## config.mk

```make
export PLATFORM = sky130hd
export DESIGN_NAME = vga_axil_master_fsm
export DESIGN_NICKNAME = d
export VERILOG_FILES = /design/src/rtl/vga_axil_master_fsm.sv
export SDC_FILE = /design/constraint.sdc
export NUM_CORES = 1
export LEC_CHECK = 0
export CORE_MARGIN = 5
export CORE_UTILIZATION = 42
export DETAILED_ROUTE_END_ITERATION = 10
export GPL_ROUTABILITY_DRIVEN = 0
export GPL_TIMING_DRIVEN = 1
export PLACE_DENSITY = 0.81
export SYNTH_ARGS = -nofsm -noshare
export SYNTH_HDL_FRONTEND = slang
export SYNTH_SLANG_ARGS = --single-unit
```

## constraint.sdc

```tcl
create_clock -name clk -period 1.87 [get_ports clk]
set_input_delay 0.374 -clock clk [delete_from_list [all_inputs] [get_ports clk]]
set_output_delay 0.374 -clock clk [all_outputs]
set_load 0.02 [all_outputs]
```

## src/rtl/vga_axil_master_fsm.sv

```systemverilog
// rtl/vga_axil_master_fsm.sv - AXI4-Lite initiator turning single native read/write commands into AXI-Lite transactions

package vga_axil_pkg;
    localparam int AXIL_ADDR_W   = 32;
    localparam int AXIL_DATA_W   = 32;
    localparam int NATIVE_ADDR_W = 30;

    typedef logic [AXIL_ADDR_W-1:0]   axil_addr_t;
    typedef logic [AXIL_DATA_W-1:0]   axil_data_t;
    typedef logic [NATIVE_ADDR_W-1:0] native_addr_t;
    typedef logic [1:0]               axil_resp_t;

    localparam axil_resp_t AXIL_RESP_OKAY = 2'b00;

    // Native addresses count 32-bit words; AXI-Lite addresses count bytes.
    function automatic axil_addr_t native2axil_addr(input native_addr_t a);
        return axil_addr_t'({a, 2'b00});
    endfunction

    function automatic native_addr_t axil2native_addr(input axil_addr_t a);
        return a[AXIL_ADDR_W-1:2];
    endfunction
endpackage

module vga_axil_master_fsm
    import vga_axil_pkg::*;
(
    input  logic         clk,
    input  logic         arst_n,
    input  logic         cmd_valid_i,
    output logic         cmd_ready_o,
    input  logic         cmd_we_i,
    input  native_addr_t cmd_addr_i,
    input  axil_data_t   cmd_wdata_i,
    output logic         rsp_valid_o,
    output axil_data_t   rsp_rdata_o,
    output logic         rsp_err_o,
    output axil_addr_t   awaddr,
    output logic         awvalid,
    input  logic         awready,
    output logic [2:0]   awprot,
    output axil_data_t   wdata,
    output logic [3:0]   wstrb,
    output logic         wvalid,
    input  logic         wready,
    input  axil_resp_t   bresp,
    input  logic         bvalid,
    output logic         bready,
    output axil_addr_t   araddr,
    output logic [2:0]   arprot,
    output logic         arvalid,
    input  logic         arready,
    input  axil_data_t   rdata,
    input  axil_resp_t   rresp,
    input  logic         rvalid,
    output logic         rready
);

    typedef enum logic [2:0] {
        ST_IDLE,
        ST_WR_ADDR_DATA,
        ST_WR_RESP,
        ST_RD_ADDR,
        ST_RD_DATA
    } state_t;

    state_t state_q;
    state_t state_d;

    logic cmd_fire;
    logic wr_both_done;

    // cmd_ready_o is only ever high in ST_IDLE, so this is the acceptance strobe.
    assign cmd_fire = cmd_valid_i & cmd_ready_o;

    // A write channel is finished when its valid already dropped or it handshakes now.
    assign wr_both_done = (~awvalid | awready) & (~wvalid | wready);

    assign awprot = 3'b000;
    assign arprot = 3'b000;

    // State register.
    always_ff @(posedge clk or negedge arst_n) begin
        if (!arst_n) begin
            state_q <= ST_IDLE;
        end else begin
            state_q <= state_d;
        end
    end

    // Next-state decode from handshakes on the active channel.
    always_comb begin
        state_d = state_q;
        case (state_q)
            ST_IDLE: begin
                if (cmd_fire) begin
                    state_d = cmd_we_i ? ST_WR_ADDR_DATA : ST_RD_ADDR;
                end
            end
            ST_WR_ADDR_DATA: begin
                if (wr_both_done) begin
                    state_d = ST_WR_RESP;
                end
            end
            ST_WR_RESP: begin
                if (bvalid && bready) begin
                    state_d = ST_IDLE;
                end
            end
            ST_RD_ADDR: begin
                if (arvalid && arready) begin
                    state_d = ST_RD_DATA;
                end
            end
            ST_RD_DATA: begin
                if (rvalid && rready) begin
                    state_d = ST_IDLE;
                end
            end
            default: state_d = ST_IDLE;
        endcase
    end

    // Registered AXI and native outputs, updated on the same edges as the state.
    always_ff @(posedge clk or negedge arst_n) begin
        if (!arst_n) begin
            cmd_ready_o <= 1'b0;
            rsp_valid_o <= 1'b0;
            rsp_rdata_o <= '0;
            rsp_err_o   <= 1'b0;
            awaddr      <= '0;
            awvalid     <= 1'b0;
            wdata       <= '0;
            wstrb       <= '0;
            wvalid      <= 1'b0;
            bready      <= 1'b0;
            araddr      <= '0;
            arvalid     <= 1'b0;
            rready      <= 1'b0;
        end else begin
            rsp_valid_o <= 1'b0;
            wstrb       <= 4'hF;
            case (state_q)
                ST_IDLE: begin
                    cmd_ready_o <= ~cmd_fire;
                    if (cmd_fire) begin
                        if (cmd_we_i) begin
                            awaddr  <= native2axil_addr(cmd_addr_i);
                            wdata   <= cmd_wdata_i;
                            awvalid <= 1'b1;
                            wvalid  <= 1'b1;
                        end else begin
                            araddr  <= native2axil_addr(cmd_addr_i);
                            arvalid <= 1'b1;
                        end
                    end
                end
                ST_WR_ADDR_DATA: begin
                    awvalid <= awvalid & ~awready;
                    wvalid  <= wvalid & ~wready;
                    if (wr_both_done) begin
                        bready <= 1'b1;
                    end
                end
                ST_WR_RESP: begin
                    if (bvalid && bready) begin
                        bready      <= 1'b0;
                        rsp_valid_o <= 1'b1;
                        rsp_err_o   <= (bresp != AXIL_RESP_OKAY);
                        cmd_ready_o <= 1'b1;
                    end
                end
                ST_RD_ADDR: begin
                    if (arvalid && arready) begin
                        arvalid <= 1'b0;
                        rready  <= 1'b1;
                    end
                end
                ST_RD_DATA: begin
                    if (rvalid && rready) begin
                        rready      <= 1'b0;
                        rsp_valid_o <= 1'b1;
                        rsp_rdata_o <= rdata;
                        rsp_err_o   <= (rresp != AXIL_RESP_OKAY);
                        cmd_ready_o <= 1'b1;
                    end
                end
                default: begin
                end
            endcase
        end
    end

endmodule

```

==> flow_summary.toml, run 1 <==
[status]
outcome = "finished clean"

[worst_setup_path]
r2r-start = "state_q[0]"
crit_chain = "clkdlybuf4s50_1"
cp_data_arrival_time_ns = 1.42
worst-setup-path-type = "flop to primary output"
worstPathRequired_ns = 1.50
path_delay_family = "buffers and inverters"
end_kind = "primary output"
cp-start-kind = "flop"
cp_max_fo = 4
cpMaxStageDelayCell = "clkdlybuf4s50_1"
critPathLaunch = "arvalid"
cpPeakStageDelay_ns = 0.63
critical_path_buf_inv_count = 1

[floorplan]
die_width_um = 126.2
io_pins = 253
core_sq_um = 13240
rows = 42
initial_utilization = 0.4281
die_h_um = 126.2
die-area_sq_um = 15920

[global_route]
grt_antenna_before_repair = 0
grt_max_degree = 71
grt_pass1_vias = 4206
grt_usage = 0.1836
gr-total-overflow = 0
grt_pass1_wl_um = 22910

[logic_synthesis]
yosysUniqueCellTypes = 35
syn_inst = 340
yosysTopAreaCell = "dfrtp_1"
avgSynthCellArea_sq_um = 16.67
netlist_top_cells_count = "dfrtp_1 (136), mux2_2 (64), mux2_4 (58)"
synth.top_cell.area_share = 0.6003
ys_seq_elements = 136
netlist_area_sq_um = 5669
synth_edf_count = 0
synth_area_leaders = "dfrtp_1 (60%), mux2_4 (15%), mux2_2 (13%), buf_12 (1.8%), buf_4 (1.7%)"
ys_warn_count = 0
synth.most_common_cell = "dfrtp_1"
seq_area_frac_synth = 0.6003
async_flop_share = 1.000
yosys_most_used_dff = "dfrtp_1"

[timing]
setup_ws_ns = 0.07797
rsz0062_at_grt = "false"
hold_slack_ns = 0.3311
setup_viol = 0
fin_crit_sh = 0.9583
finClkSkew_ns = 0.008926
hold_viol = 0
fmax_ghz = 0.5580
fin_crit_ns = 1.792
slew_violations = 0

[cells_and_area]
drive_gt1_frac = 0.2936
nets = 709
final_util = 0.6705
syn2layout_area_growth_pct = 56.63
fill_cells = 951
antenna_cells = 0
fin_cells = 789

[pwr]
p_sw_frac = 0.3252
intPower_uw = 9985
finalPower_uw = 14800
p_comb_frac = 0.452
powerDensity_nw_per_um2 = 1666
switchingPower_uw = 4812
leakagePower_uw = 0.004076
p_seq_frac = 0.330
clkPwrFrac = 0.218
ir_worst_vdd_mv = 1.044

[placement]
dp_slack_ns = -0.2288
dp_cells = 755
dp_hpwl_um = 10600
port-buffer-count = 242

[cts]
htreeDepth = 4
clk_pin_slew_worst_paths_ns = 0.05
cts_tree = "yes"
cts_buffers = 17
clock_path_buffers = 2
numClockSinks = 136
root_buffer = "clkbuf_16"
clock_latency_ns = 0.41

[routing]
wl_per_cell_um = 18.61
drt_iter0_drc = 118
ant_nets = 0
firstDrtPassIters = 4
vias = 3747
finalWirelength_um = 14680
viasPerCell = 4.749
post-route-drc-count = 0

[hold_path]
hold_path.class = "input port to async pin"

[job]
drv_cap = 0
==> power by group through the flow <==
stage                     Sequential (uW)  Clock, uW  Combinational (uW)
after floorplan                      6230          0                2170
after global placement               4850          0                6540
after detailed placement             4890          0                6640
after CTS                            4890       3310                6690
after global routing                 5050       3440                7020
final                                4890       3220                6690
==> cell families after synthesis <==
family          Yosys count  synth area share
compound gates           15           0.01854
buf+inv                  31           0.05804
flops                   136            0.6003
mux                     126            0.2887
other cells               2          0.001325
simple gates             30           0.03311
==> path summary, 6_finish.rpt <==
path | endpoint | slack [ns] | cells past startpoint
max in group asynchronous | awaddr[14] | 0.99 | 3
min in group clk | araddr[21] | 0.48 | 1
worst max register to register | araddr[30] | 0.12 | 5
worst min register to register | araddr[21] | 0.48 | 1
worst max-delay path | arvalid | 0.08 | 1
worst min-delay path | wdata[22] | 0.33 | 2
==> routing by layer <==
metal	track usage	routed length (um)
met5	0	0
met4	0.07129	276
met3	0.06859	1238
met2	0.3077	7358
met1	0.2145	5807
==> per-stage QoR <==
stage                     area (sq um)  TNS, ns
after detailed placement          8227   -10.79
after global routing              8880        0
after floorplan                   5703        0
after CTS                         8810        0
after global placement            8227   -8.818
final                             8880        0
==> placed cells by master (no fill, tap or decap), types with 5 or more instances in the layout <==
master and n:
clkdlybuf4s50_1 238, dfrtp_1 133, mux2_2 64, mux2_4 58
clkbuf_16 18, conb_1 11, buf_4 11, nand2_1 8
buf_12 7, nor2_1 5
==> registers in the layout, summed over array words and instances, names as in the netlist <==
signal,cells
rsp_valid_o,1
rready,1
wvalid,1
awvalid,1
rsp_rdata_o,32
arvalid,1
state_q,3
rsp_err_o,1
araddr,30
cmd_ready_o,1
awaddr,30
bready,1
wdata,32
wstrb,1
==> cell type report <==
cell class | count | area (sq um) | area share
inverter | 3 | 11.26 | 0.001268
clock inverter | 7 | 95.09 | 0.01071
sequential | 136 | 3407 | 0.3837
timing repair buffer | 262 | 2689 | 0.3028
tap | 176 | 220.2 | 0.02480
multi-input combinational | 182 | 1979 | 0.2229
clock buffer | 23 | 478.0 | 0.05383
==> timing repair <==
action	CTS	global route
gates resized for setup	0	7
hold endpoints to repair	52	0
endpoints found under the setup margin	0	66
setup buffers	0	2
hold buffers	1	0
(Power assumes the default switching activity.)
==> run 2, diff against run 1 <==
- SETUP_SLACK_MARGIN: not set -> 0.3
==> flow_summary.toml, run 2 (synthesis results as in run 1) <==
[routing]
ant_nets = 0
viasPerCell = 4.821
wl_per_cell_um = 20.11
firstDrtPassIters = 4
post-route-drc-count = 0
finalWirelength_um = 16490
vias = 3953
drt_iter0_drc = 143

[global_route]
grt_usage = 0.1979
grt_max_degree = 70
gr-total-overflow = 0
grt_antenna_before_repair = 0
grt_pass1_vias = 4391
grt_pass1_wl_um = 24610

[cells_and_area]
drive_gt1_frac = 0.3447
regArea_sq_um = 3407
multi_input_area_sq_um = 2252
layout_common_cells = "dfrtp_1 (133), dlygate4sd2_1 (132), mux2_4 (121)"
final_util = 0.7105
syn2layout_area_growth_pct = 65.97
reg.largest.list = "rsp_rdata_o: 32 flops, wdata: 32 flops"
layout_commonest_cell = "dfrtp_1"
antenna_cells = 0
design_area_sq_um = 9409
nets = 740
fill_cells = 935

[status]
outcome = "finished clean"

[cts]
htreeDepth = 4
root_buffer = "clkbuf_16"
clock_path_buffers = 2
cts_buffers = 17
cts_tree = "yes"
clk_pin_slew_worst_paths_ns = 0.06
clock_latency_ns = 0.41
numClockSinks = 136

[pwr]
powerDensity_nw_per_um2 = 1554
ir_worst_vdd_mv = 0.8724
leakagePower_uw = 0.004739
finalPower_uw = 14620

[worst_setup_path]
cpMaxStageDelayCell = "dfrtp_2"
cp-start-kind = "flop"
cp_data_arrival_time_ns = 2.02
cpMostUsedCell = "and2b_4"
worst-setup-path-type = "flop to flop"
end_kind = "flop"
cp_max_fo = 5
critical_path_buf_inv_count = 2
path_delay_family = "simple AND/OR/NAND/NOR gates"
crit_chain = "nor3_4 > and2b_4 > and2b_4 > buf_6 > clkbuf_16 > mux2_4"
worstPathRequired_ns = 2.17
cpPeakStageDelay_ns = 0.43

[floorplan]
core_sq_um = 13240
initial_utilization = 0.4281
die-area_sq_um = 15920
io_pins = 253
rows = 42
die_width_um = 126.2
die_h_um = 126.2

[timing]
fin_crit_ns = 1.722
setup_viol = 0
finClkSkew_ns = 0.008479
slew_violations = 0
fmax_ghz = 0.5806
fin_crit_sh = 0.9211
fin_setup_tns_ns = 0
rsz0062_at_grt = "true"
hold_viol = 0
hold_slack_ns = 0.3962

[placement]
port-buffer-count = 242
dpl_cell_area_sq_um = 8514
dp_hpwl_um = 11170

[job]
drv_cap = 0

[hold_path]
hold_path.class = "input port to async pin"
run 2: routing by layer:
metal / routed length [um] / up-vias / global-route usage / part of all wire
met5: 0 / - / 0 / 0
met4: 459 / 0 / 0.08328 / 0.028
met3: 1103 / 39 / 0.06308 / 0.067
met2: 8163 / 168 / 0.3271 / 0.49
met1: 6766 / 1991 / 0.2396 / 0.41
li1: - / 1755 / - / -
run 2: cell type report:
| type | instances | share of cell area |
|---|---|---|
| well taps | 176 | 0.02340 |
| multi-input cells | 183 | 0.2394 |
| repair buffers | 292 | 0.3162 |
| flip-flops and latches | 136 | 0.3621 |
| inverters | 3 | 0.001197 |
| clock inverters | 3 | 0.004255 |
| clock buffers | 27 | 0.05346 |
run 2: path summary, 6_finish.rpt:
check | startpoint | end | slack, ns | cells after the start
min in group clk | wdata[10] | wdata[10] | 0.50 | 1
worst min register to register | wdata[10] | wdata[10] | 0.50 | 1
max in group asynchronous | arst_n | araddr[8] | 0.84 | 3
worst max-delay path | state_q[2] | araddr[17] | 0.15 | 6
worst max register to register | state_q[2] | araddr[17] | 0.15 | 6
worst min-delay path | arst_n | rsp_rdata_o[7] | 0.40 | 2
run 2: timing repair:
action                                  CTS  global route
resized for setup                       151            25
pin swaps                                 2             6
endpoints found under the hold margin    14             0
setup buffers                            13             7
endpoints found under the setup margin  257           132
hold buffers                              1             0
gates cloned                              3             7
run 2: per-stage QoR:
stage	setup WS [ns]	cells
6_report	0.1476	820
5_1_grt	0.09582	820
4_1_cts	0.1421	806
3_5_place_dp	-0.1899	759
3_3_place_gp	-0.1750	759
2_1_floorplan	0.2275	349
run 2: report_power, final:
group	switching [uW]	internal (uW)
logic	3090	3510
clock network	1180	1950
registers	754	4140
total	5020	9600
